[config.mk]
export PLATFORM = sky130hd
export DESIGN_NAME = vga_frame_capture
export DESIGN_NICKNAME = d
export VERILOG_FILES = /design/src/rtl/vga_pkg.sv /design/src/rtl/vga_pos_tracker.sv /design/src/rtl/vga_frame_capture.sv
export SDC_FILE = /design/constraint.sdc
export NUM_CORES = 2
export LEC_CHECK = 0
export CELL_PAD_IN_SITES_DETAIL_PLACEMENT = 1
export CELL_PAD_IN_SITES_GLOBAL_PLACEMENT = 1
export CORE_ASPECT_RATIO = 1.1
export CORE_MARGIN = 4
export CORE_UTILIZATION = 50
export CTS_CLUSTER_DIAMETER = 150
export CTS_CLUSTER_SIZE = 16
export DETAILED_ROUTE_END_ITERATION = 8
export DONT_BUFFER_PORTS = 1
export GPL_ROUTABILITY_DRIVEN = 1
export PLACE_DENSITY = 0.76
export RECOVER_POWER = 100
export SYNTH_ARGS = -nofsm -noshare
export SYNTH_HDL_FRONTEND = slang
export SYNTH_HIERARCHICAL = 1
export SYNTH_SLANG_ARGS = --single-unit
[constraint.sdc]
create_clock -name clka -period 9.05 [get_ports clka]
set_input_delay 1.81 -clock clka [delete_from_list [all_inputs] [get_ports clka]]
set_output_delay 1.81 -clock clka [all_outputs]
set_load 0.02 [all_outputs]
[src/rtl/vga_pkg.sv]
// Shared definitions for the VGA stream consumers: 640x480 timing,
// capture window defaults, capture state encoding and bitmap sizing.
package vga_pkg;

    // 640x480 @ 60 Hz timing, in pixel clocks / lines
    localparam int H_ACTIVE = 640;
    localparam int H_FRONT  = 16;
    localparam int H_SYNC   = 96;
    localparam int H_BACK   = 48;
    localparam int H_TOTAL  = H_ACTIVE + H_FRONT + H_SYNC + H_BACK;
    localparam int V_ACTIVE = 480;
    localparam int V_FRONT  = 10;
    localparam int V_SYNC   = 2;
    localparam int V_BACK   = 33;
    localparam int V_TOTAL  = V_ACTIVE + V_FRONT + V_SYNC + V_BACK;

    // Handwriting window defaults: a 224x224 square split into 28x28 cells
    localparam int WIN_X_DEF      = 208;
    localparam int WIN_Y_DEF      = 128;
    localparam int CELL_DEF       = 8;
    localparam int DIM_DEF        = 28;
    localparam int INK_THRESH_DEF = 6;

    // Pixel position counters cover the full 800x525 raster
    localparam int POS_W = 10;

    // Bitmap read address: row*DIM+col, 0..783
    localparam int BM_AW = 10;

    // Capture sequencing
    typedef logic [1:0] state_t;
    localparam state_t IDLE    = 2'd0;
    localparam state_t ARMED   = 2'd1;
    localparam state_t CAPTURE = 2'd2;

    // Index of the lowest set bit (0 when none is set)
    function automatic logic [4:0] lowest_set(input logic [31:0] v);
        lowest_set = '0;
        for (int i = 31; i >= 0; i--) begin
            if (v[i]) lowest_set = 5'(i);
        end
    endfunction

    // Index of the highest set bit (0 when none is set)
    function automatic logic [4:0] highest_set(input logic [31:0] v);
        highest_set = '0;
        for (int i = 0; i < 32; i++) begin
            if (v[i]) highest_set = 5'(i);
        end
    endfunction

endpackage

[src/rtl/vga_pos_tracker.sv]
// Rebuilds the raster position of a VGA stream from vsync and data-enable.
// x counts active pixels within a line, y counts completed active lines;
// both restart at 0 after each vsync pulse. Also provides the de-fall
// strobe and vsync edge strobes for downstream consumers.
module vga_pos_tracker
    import vga_pkg::*;
#(
    parameter int W = POS_W
) (
    input  logic         clk,
    input  logic         rst_n,
    input  logic         vsync,
    input  logic         de,
    output logic [W-1:0] x,
    output logic [W-1:0] y,
    output logic         de_fall,
    output logic         vs_rise,
    output logic         vs_fall
);

    logic de_d;
    logic vs_d;

    // Delayed copies of de and vsync for edge detection, plus the x/y counters
    always_ff @(posedge clk or negedge rst_n) begin
        if (!rst_n) begin
            de_d <= 1'b0;
            vs_d <= 1'b1;   // sync idles high, so no false rise after reset
            x    <= '0;
            y    <= '0;
        end else begin
            // NOTE: non-blocking assignments so every flop samples pre-edge values regardless of statement order.
            de_d <= de;
            vs_d <= vsync;
            if (!vsync) begin
                x <= '0;
                y <= '0;
            end else if (de) begin
                x <= x + 1'b1;
            end else if (de_d) begin
                x <= '0;
                y <= y + 1'b1;
            end
        end
    end

    // During the de-fall cycle y still names the line that just ended
    assign de_fall = de_d & ~de;
    assign vs_rise = ~vs_d & vsync;
    assign vs_fall = vs_d & ~vsync;

endmodule

[src/rtl/vga_frame_capture.sv]
// Captures a 28x28 binary ink bitmap from a square window of the outgoing
// VGA stream on request. Each bitmap bit is the OR of "ink" pixels
// (R+G+B below INK_THRESH) inside one CELLxCELL cell. Rows are committed
// at the end of each cell band; the bitmap is read through a registered
// 1-cycle-latency port.
// Optional feature: define CAPTURE_BBOX_EN to add bounding-box outputs
// tracking the row/column extent of set cells.
module vga_frame_capture
    import vga_pkg::*;
#(
    parameter int WIN_X      = WIN_X_DEF,
    parameter int WIN_Y      = WIN_Y_DEF,
    parameter int CELL       = CELL_DEF,
    parameter int DIM        = DIM_DEF,
    parameter int INK_THRESH = INK_THRESH_DEF
) (
    input  logic             clka,
    input  logic             rst,
    input  logic             vsync,
    input  logic             de,
    input  logic [11:0]      pixel_in,
    input  logic             cap_req,
    output logic             busy,
    output logic             cap_done,
    output logic             cap_short,
    input  logic [BM_AW-1:0] rd_addr,
    output logic             rd_data
`ifdef CAPTURE_BBOX_EN
    ,
    output logic             bbox_valid,
    output logic [4:0]       bbox_rmin,
    output logic [4:0]       bbox_rmax,
    output logic [4:0]       bbox_cmin,
    output logic [4:0]       bbox_cmax
`endif
);

    localparam int CELL_SH = $clog2(CELL);
    localparam int IDX_W   = $clog2(DIM);
    localparam int SPAN    = CELL * DIM;
    localparam int BM_BITS = DIM * DIM;

    localparam logic [POS_W-1:0] X_LO      = POS_W'(WIN_X);
    localparam logic [POS_W-1:0] X_HI      = POS_W'(WIN_X + SPAN);
    localparam logic [POS_W-1:0] Y_LO      = POS_W'(WIN_Y);
    localparam logic [POS_W-1:0] Y_HI      = POS_W'(WIN_Y + SPAN);
    localparam logic [POS_W-1:0] CELL_MASK = POS_W'(CELL - 1);
    localparam logic [BM_AW-1:0] RD_LIMIT  = BM_AW'(BM_BITS);
    localparam logic [IDX_W-1:0] LAST_ROW  = IDX_W'(DIM - 1);

    logic [POS_W-1:0]   x, y, dx, dy;
    logic               de_fall, vs_rise, vs_fall;
    logic               x_in, y_in;
    logic [IDX_W-1:0]   col, band;
    logic [5:0]         ink_sum;
    logic               ink;
    logic               pix_hit, row_commit, last_commit, start_cap, early_end;
    state_t             state;
    logic [DIM-1:0]     acc;
    logic [BM_BITS-1:0] bitmap;

    vga_pos_tracker #(
        .W (POS_W)
    ) u_pos (
        .clk     (clka),
        .rst_n   (rst),
        .vsync   (vsync),
        .de      (de),
        .x       (x),
        .y       (y),
        .de_fall (de_fall),
        .vs_rise (vs_rise),
        .vs_fall (vs_fall)
    );

    // Window membership and cell coordinates (unsigned 10-bit compares)
    assign x_in = (x >= X_LO) && (x < X_HI);
    assign y_in = (y >= Y_LO) && (y < Y_HI);
    assign dx   = x - X_LO;
    assign dy   = y - Y_LO;
    assign col  = IDX_W'(dx >> CELL_SH);
    assign band = IDX_W'(dy >> CELL_SH);

    // Dark pixels are ink; channels are zero-extended before summing
    assign ink_sum = 6'(pixel_in[11:8]) + 6'(pixel_in[7:4]) + 6'(pixel_in[3:0]);
    assign ink     = ink_sum < 6'(INK_THRESH);

    assign busy        = (state == ARMED) || (state == CAPTURE);
    assign start_cap   = (state == ARMED) && vs_rise;
    assign pix_hit     = (state == CAPTURE) && de && x_in && y_in && ink;
    assign row_commit  = (state == CAPTURE) && de_fall && y_in
                         && ((dy & CELL_MASK) == CELL_MASK);
    assign last_commit = row_commit && (band == LAST_ROW);
    assign early_end   = (state == CAPTURE) && vs_fall && !last_commit;

    // Capture sequencing and the completion pulse
    always_ff @(posedge clka or negedge rst) begin
        if (!rst) begin
            state     <= IDLE;
            cap_done  <= 1'b0;
            cap_short <= 1'b0;
        end else begin
            cap_done  <= 1'b0;
            cap_short <= 1'b0;
            case (state)
                IDLE: begin
                    // a request coinciding with the done pulse is dropped
                    if (cap_req && !cap_done) state <= ARMED;
                end
                ARMED: begin
                    if (vs_rise) state <= CAPTURE;
                end
                CAPTURE: begin
                    if (last_commit) begin
                        cap_done <= 1'b1;
                        state    <= IDLE;
                    end else if (early_end) begin
                        cap_done  <= 1'b1;
                        cap_short <= 1'b1;
                        state     <= IDLE;
                    end
                end
                default: state <= IDLE;
            endcase
        end
    end

    // Per-band accumulator and bitmap row commits
    always_ff @(posedge clka or negedge rst) begin
        if (!rst) begin
            // NOTE: bitmap is a flop array rather than RAM because it must clear in one cycle, both here and at capture start.
            acc    <= '0;
            bitmap <= '0;
        end else if (start_cap) begin
            acc    <= '0;
            bitmap <= '0;
        end else if (row_commit) begin
            bitmap[band*DIM +: DIM] <= acc;
            acc                     <= '0;
        end else if (early_end) begin
            acc <= '0;
        end else if (pix_hit) begin
            acc[col] <= 1'b1;
        end
    end

    // Registered read port; addresses past the bitmap read as 0
    always_ff @(posedge clka or negedge rst) begin
        if (!rst) begin
            rd_data <= 1'b0;
        end else begin
            rd_data <= (rd_addr < RD_LIMIT) ? bitmap[rd_addr] : 1'b0;
        end
    end

`ifdef CAPTURE_BBOX_EN
    logic [4:0] acc_lo, acc_hi, band5;

    assign acc_lo = lowest_set(32'(acc));
    assign acc_hi = highest_set(32'(acc));
    assign band5  = 5'(band);

    // Extent of set cells, widened at each committed non-empty row
    always_ff @(posedge clka or negedge rst) begin
        if (!rst) begin
            bbox_valid <= 1'b0;
            bbox_rmin  <= '0;
            bbox_rmax  <= '0;
            bbox_cmin  <= '0;
            bbox_cmax  <= '0;
        end else if (start_cap) begin
            bbox_valid <= 1'b0;
            bbox_rmin  <= '0;
            bbox_rmax  <= '0;
            bbox_cmin  <= '0;
            bbox_cmax  <= '0;
        end else if (row_commit && (|acc)) begin
            bbox_valid <= 1'b1;
            if (!bbox_valid) begin
                bbox_rmin <= band5;
                bbox_rmax <= band5;
                bbox_cmin <= acc_lo;
                bbox_cmax <= acc_hi;
            end else begin
                if (band5 < bbox_rmin)  bbox_rmin <= band5;
                if (band5 > bbox_rmax)  bbox_rmax <= band5;
                if (acc_lo < bbox_cmin) bbox_cmin <= acc_lo;
                if (acc_hi > bbox_cmax) bbox_cmax <= acc_hi;
            end
        end
    end
`endif

endmodule

**Word level (Yosys, flattened, before mapping)**

Index checks and enable logic that the tools add are counted.

- Register bits: 839
- Input bits: 27
- Output and inout port bits: 4
- Word-level logic and storage cells: 97

- Add/subtract/negate cells: 7
- Multiply operators: 1
- Magnitude comparators: 9
- Equality and inequality tests: 10
- Shift operators: 2
- Mux-type cells: 28
- Bitwise logic cells: 7
- Reduce and logical (&&, ||, !) cells: 23

Operator list:

| cell | number |
|---|---|
| 2-to-1 mux 784 bit | 2 |
| bitwise mux 784 bit | 1 |
| variable shift 28 x 34 -> 784 bit (first input constant) | 1 |
| variable part select 28 x 34 -> 784 bit | 1 |
| 2-to-1 mux 28 bit | 4 |
| 2-to-1 mux 10 bit | 6 |
| negator 10 -> 34 bit | 1 |
| bitwise OR 28 bit | 1 |
| adder 10 x 1 -> 10 bit (second input constant) | 2 |
| >= comparator 10 x 8 -> 1 bit (second input constant) | 2 |
| less-than comparator 10 x 9 -> 1 bit (second input constant) | 2 |
| subtractor 8 bit (second input constant) | 2 |
| logical AND 1 bit | 15 |
| less-than comparator 10 x 11 -> 1 bit (second input constant) | 1 |
| binary-select mux 1 bit (select 10 bit) | 1 |
| less-than comparator 10 bit (second input constant) | 1 |
| multiplier 5 x 3 -> 8 bit (second input constant) | 1 |
| 2-to-1 mux 1 bit | 8 |
| 2-to-1 mux 2 bit | 4 |
| adder 5 x 4 -> 6 bit | 1 |
| less-than comparator 5 x 6 -> 1 bit (second input constant) | 1 |
| less-than comparator 6 x 3 -> 1 bit (second input constant) | 1 |
| inequality test 2 bit (second input constant) | 3 |
| case mux 2 bit (3 select lines) | 1 |
| other kinds (19) | 24 |

**Logic depth before layout (Yosys ltp)**

- Depth after elaboration: 11
- Depth in mapped cells: 21

**Hierarchy**

The synthesis kept the hierarchy.

Modules (own cells, without submodules):

| module | instances | cells an instance | area each (µm²) | sequential area each (µm²) |
|---|---|---|---|---|
| vga_frame_capture | 1 | 4102 | 44935.6 | 20444.6 |
| vga_pos_tracker | 1 | 118 | 1157.4 | 551.8 |

**Least setup slack after synthesis**

No wires, ideal clock.

- Path kind: reg2reg
- Start point: reg u_pos.y[3]
- End point: reg bitmap[724]
- Library setup time: 66 ps
- Data arrival time: 4499 ps
- Data required time: 8984 ps
- Slack: 4485 ps
- Cell stages (with the launch flop): 21
- Buffers on the path: 9
- Period minus slack after synthesis: 4565 ps
- Cells stage by stage: dfrtp_1 -> buf_2 -> buf_2 -> buf_2 -> buf_2 -> clkinv_1 -> ha_1 -> nor2_1 -> buf_2 -> and3_1 -> buf_2 -> o221ai_1 -> inv_1 -> ha_1 -> clkbuf_1 -> or3_1 -> clkbuf_1 -> nor4_1 -> buf_2 -> and2_1 -> a22o_1

- Word-level cells in the longest chain between the ends: 7

RTL lines:

| element | line | text |
|---|---|---|
| start, declared | vga_pos_tracker.sv:15 | `output logic [W-1:0] y,` |
| start signal, assigned | vga_pos_tracker.sv:42 | `y <= y + 1'b1;` |
| subtractor 8 bit | vga_frame_capture.sv:80 | `assign dy = y - Y_LO;` |
| multiplier 5 x 3 -> 8 bit | vga_frame_capture.sv:138 | `bitmap[band*DIM +: DIM] <= acc;` |
| negator 10 -> 34 bit | vga_frame_capture.sv:138 |  |
| variable part select 28 x 34 -> 784 bit / variable shift 28 x 34 -> 784 bit (equally long branches) | vga_frame_capture.sv:138 |  |
| bitwise mux 784 bit | vga_frame_capture.sv:138 |  |
| 2-to-1 mux 784 bit | vga_frame_capture.sv:137 | `end else if (row_commit) begin` |
| 2-to-1 mux 784 bit | vga_frame_capture.sv:134 | `end else if (start_cap) begin` |
| end signal, assigned | vga_frame_capture.sv:133 | `bitmap <= '0;` |
| end signal, assigned | vga_frame_capture.sv:136 | `bitmap <= '0;` |
| end signal, assigned by index | vga_frame_capture.sv:138 |  |
| end, declared | vga_frame_capture.sv:60 | `logic [BM_BITS-1:0] bitmap;` |

Several ways; a longest one is shown, not always the timed one. The select of a mux whose other input is x is not followed.
A chain may end at the register's enable or synchronous reset.

**Worst setup path in the final report**

- Start point: reg u_pos.y[3]
- End point: reg bitmap[343]

Same word-level chain as after synthesis.

==> impl_metrics.toml <==
[synth]
ys.flop_type = "dfrtp_1"
muxShareOfSynthArea = 0.163
yosys-top-cells-area = "dfrtp_1 (45%), mux4_2 (11%), mux2i_1 (4.5%)"
synth_top_family_by_area = "compound AO/OA/AOI/OAI gates"
synth_area_leader_cell = "dfrtp_1"
async_flop_share = 1.00
synth_edf_count = 0
yosysWarningCount = 6
syn-cell-area_sq_mm = 0.0461
syn_avg_cell_area_sq_um = 10.9
synth_xor_area_frac = 0.00402
synth-adder-area-share = 0.0115
synth_compound_gate_area_share = 0.199
ys_types = 101
synthSimpleGateAreaFrac = 0.130
synth_fp_nets = 4284
ys_ff_latch = 839
yosys.area.top_type_share = 0.455
netlist_instances = 4220
seq_area_frac_synth = 0.456

[floorplan]
die_area_sq_mm = 0.0971
fp-row-count = 116
io_pins = 31
die_w_microns = 297
start_util = 0.505
core_area_sq_mm = 0.0913
fp.dieH_microns = 326

[timing]
fin_crit_ns = 7.71
slew_headroom = -2.36
timing.final.max_slew_violations = 501
post-route-period-util = 0.852
postLayoutSetupSlackWorst_ns = 1.34
rsz0062_at_grt = "false"
skew_ns = 0.0336
fmax_mhz = 130
setup_violations = 0
worst_pin_slew_ns = 5.04
tns_ns = 0
hold_viol_final = 0

[route]
wire_per_inst_microns = 35.5
drt_iter0_drc = 5148
drc = 0
via_per_inst = 7.52
via_count = 39500
ant_nets = 0
wirelength_mm = 186
firstDrtPassIters = 7

[power]
p_leak_nw = 20.1
swShare = 0.265
seq_power_share = 0.547
p_sw_mw = 1.83
power_density_mw_per_mm2 = 142
power.total_mw = 6.90
pwr-share-clk = 0.372
vdd_drop_max_mv = 0.145
internal_power_mw = 5.07
power_frac_comb = 0.081

[final_layout]
drive_gt1_frac = 0.129
syn_to_final_growth_pct = 5.30
fill_cells = 9592
layout.nets = 4125
seqCellArea_sq_mm = 0.0210
multi_input_area_sq_mm = 0.0234

[setup_path]
crit-reg2reg-capture = "bitmap[343]"
r2r_setup_slack_ns = 1.34
critPathKind = "reg -> reg"
worstRegToRegCells = 14
worstPathRequired_ns = 9.67
path_cells = "fa_1 -> ha_1 -> fa_1 -> xnor2_1 -> and3_1 -> o221ai_1 -> inv_1 -> ha_1 -> buf_4 -> nand3_1 -> clkbuf_1 -> nor2_1 -> nand3_1 -> mux2i_1"
cp_slowest_cell = "nor2_1"
cpPeakStageDelay_ns = 1.28
endpoint_kind = "flip-flop"
timing.rr.start = "u_pos/y[3]"
arrival_ns = 8.33
start_kind = "flip-flop"
critPathBufInv = 3
path_max_fanout = 37
crit_family = "simple AND/OR/NAND/NOR gates"

[cts]
root_buffer = "clkbuf_16"
clock-sinks = 839
tritoncts = "built"
clkLatencyLatePin_ns = 0.72
clockBufferDepth = 3
numCtsBuffers = 58
hold_buffers = 0
cts_resized = 0
post_cts_buffers = 0
cts_htree_levels = 2
cts.clk_slew.worst_paths_ns = 0.07

[global_route]
grt_antenna_before_repair = 2
grt_max_degree = 840
grt_pass1_wl_mm = 275
grt_pass1_vias = 40100
grt.total_usage = 0.378
grt-ovfl-total = 0

[min_path]
whs_path_depth = 2
hold_end = "bitmap[691]"
hold_path.class = "reg -> reg"
min_from = "bitmap[691]"

[status]
status = "complete, but fails checks"
failed_checks = "max-capacitance violations, max-slew violations"

[placement]
hpwl_mm = 124
portBuffers = 0
dp_slack_ns = 2.74
gp_congestion = 1.00

[flow_run]
cap_violations = 8
[state kept, by name, indices dropped and copies added, names as in the netlist]
| register | flops |
|---|---|
| bitmap | 784 |
| acc | 28 |
| u_pos/x | 10 |
| u_pos/y | 10 |
| state | 2 |
| cap_done | 1 |
| cap_short | 1 |
| rd_data | 1 |
| u_pos/de_d | 1 |
| u_pos/vs_d | 1 |
[worst min-delay path, cell delays in order (launching register included)]
cell and delay, ns:
dfrtp_1 0.34, nand2_1 0.05, o21ai_0 0.06
[worst max path at each step]
stage	startpoint	end	slack (ns)	cells past startpoint
after floorplan	u_pos/y[3]	bitmap[724]	4.48	20
after global placement	u_pos/y[3]	bitmap[256]	2.84	14
after detailed placement	u_pos/y[3]	bitmap[258]	2.74	14
after CTS	u_pos/y[3]	bitmap[229]	2.72	14
after global routing	u_pos/y[3]	bitmap[690]	1.25	15
final	u_pos/y[3]	bitmap[343]	1.34	14
[cells by family (layout without fill, tap and decap cells)]
group | after synthesis | after routing
flops | 839 | 839
compound gates | 1254 | 1254
mux | 463 | 463
fa+ha+maj | 37 | 37
buf+inv | 393 | 245
other cells | 0 | 1
xor+xnor | 14 | 14
simple gates | 1220 | 1220
[per-layer routing]
| metal | track usage | part of all wire |
|---|---|---|
| met5 | 0 | 0.000070 |
| met3 | 0.0996 | 0.11 |
| met2 | 0.562 | 0.43 |
| met1 | 0.490 | 0.37 |
| met4 | 0.247 | 0.081 |
[cells in the final DEF, fill, tap and decap left out, types with 27 or more instances in the layout]
cell type	synthesis	final
a211oi_1	51	55
a21oi_1	225	223
a22o_1	226	226
a22oi_1	44	44
a31oi_1	63	63
a32o_1	87	87
a41oi_1	34	34
buf_4	23	105
clkbuf_16	0	59
dfrtp_1	838	838
inv_1	44	43
mux2_2	31	31
mux2i_1	206	206
mux4_2	226	226
nand2_1	427	426
nand3_1	154	156
nand4_1	83	84
nor2_1	262	259
nor3_1	62	65
o211ai_1	27	27
o21ai_0	176	179
o22ai_1	46	46
o2bb2ai_1	59	59
or3_1	37	37
[power by group through the flow]
| stage | sequential [mW] | clock (mW) | combinational [mW] |
|---|---|---|---|
| 5_1_grt | 3.78 | 2.73 | 0.602 |
| 4_1_cts | 3.77 | 2.58 | 0.481 |
| 6_report | 3.77 | 2.57 | 0.561 |
| 2_1_floorplan | 3.85 | 0 | 0.387 |
| 3_3_place_gp | 3.85 | 0 | 0.468 |
| 3_5_place_dp | 3.85 | 0 | 0.479 |
[synth_stat cells (all sizes together) (24+ instances only)]
| cell type | number |
|---|---|
| a22oi | 44 |
| clkbuf | 189 |
| nand4 | 84 |
| nand3 | 158 |
| a22o | 226 |
| or3 | 38 |
| dfrtp | 838 |
| o22ai | 46 |
| a41oi | 34 |
| nor2 | 268 |
| and2 | 34 |
| a211oi | 58 |
| a31oi | 63 |
| o2bb2ai | 59 |
| buf | 157 |
| mux2 | 31 |
| nand2 | 428 |
| o211ai | 27 |
| ha | 28 |
| nor4 | 31 |
| nor3 | 78 |
| o31ai | 24 |
| mux2i | 206 |
| mux4 | 226 |
| a32o | 87 |
| a21oi | 233 |
| o21ai | 192 |
| inv | 44 |
[cell type report]
| cell class | count | area share |
|---|---|---|
| Sequential cell | 839 | 0.433 |
| Inverter | 47 | 0.00363 |
| Clock buffer | 68 | 0.0311 |
| Tap cell | 1180 | 0.0304 |
| Antenna cell | 1 | 0.0000516 |
| Clock inverter | 3 | 0.000825 |
| Multi-Input combinational cell | 2988 | 0.481 |
| Timing Repair Buffer | 127 | 0.0200 |
[stage by stage]
stage / cells / hold slack (ns) / cell area [sq um] / utilization
after detailed placement: 5177 / 0.464 / 47200 / 0.517
final: 5253 / 0.480 / 48500 / 0.532
after global placement: 5177 / 0.455 / 47200 / 0.517
after floorplan: 4220 / 0.438 / 46100 / -
after global routing: 5253 / 0.498 / 48500 / 0.532
after CTS: 5248 / 0.481 / 48700 / 0.534
(Power assumes the default switching activity.)
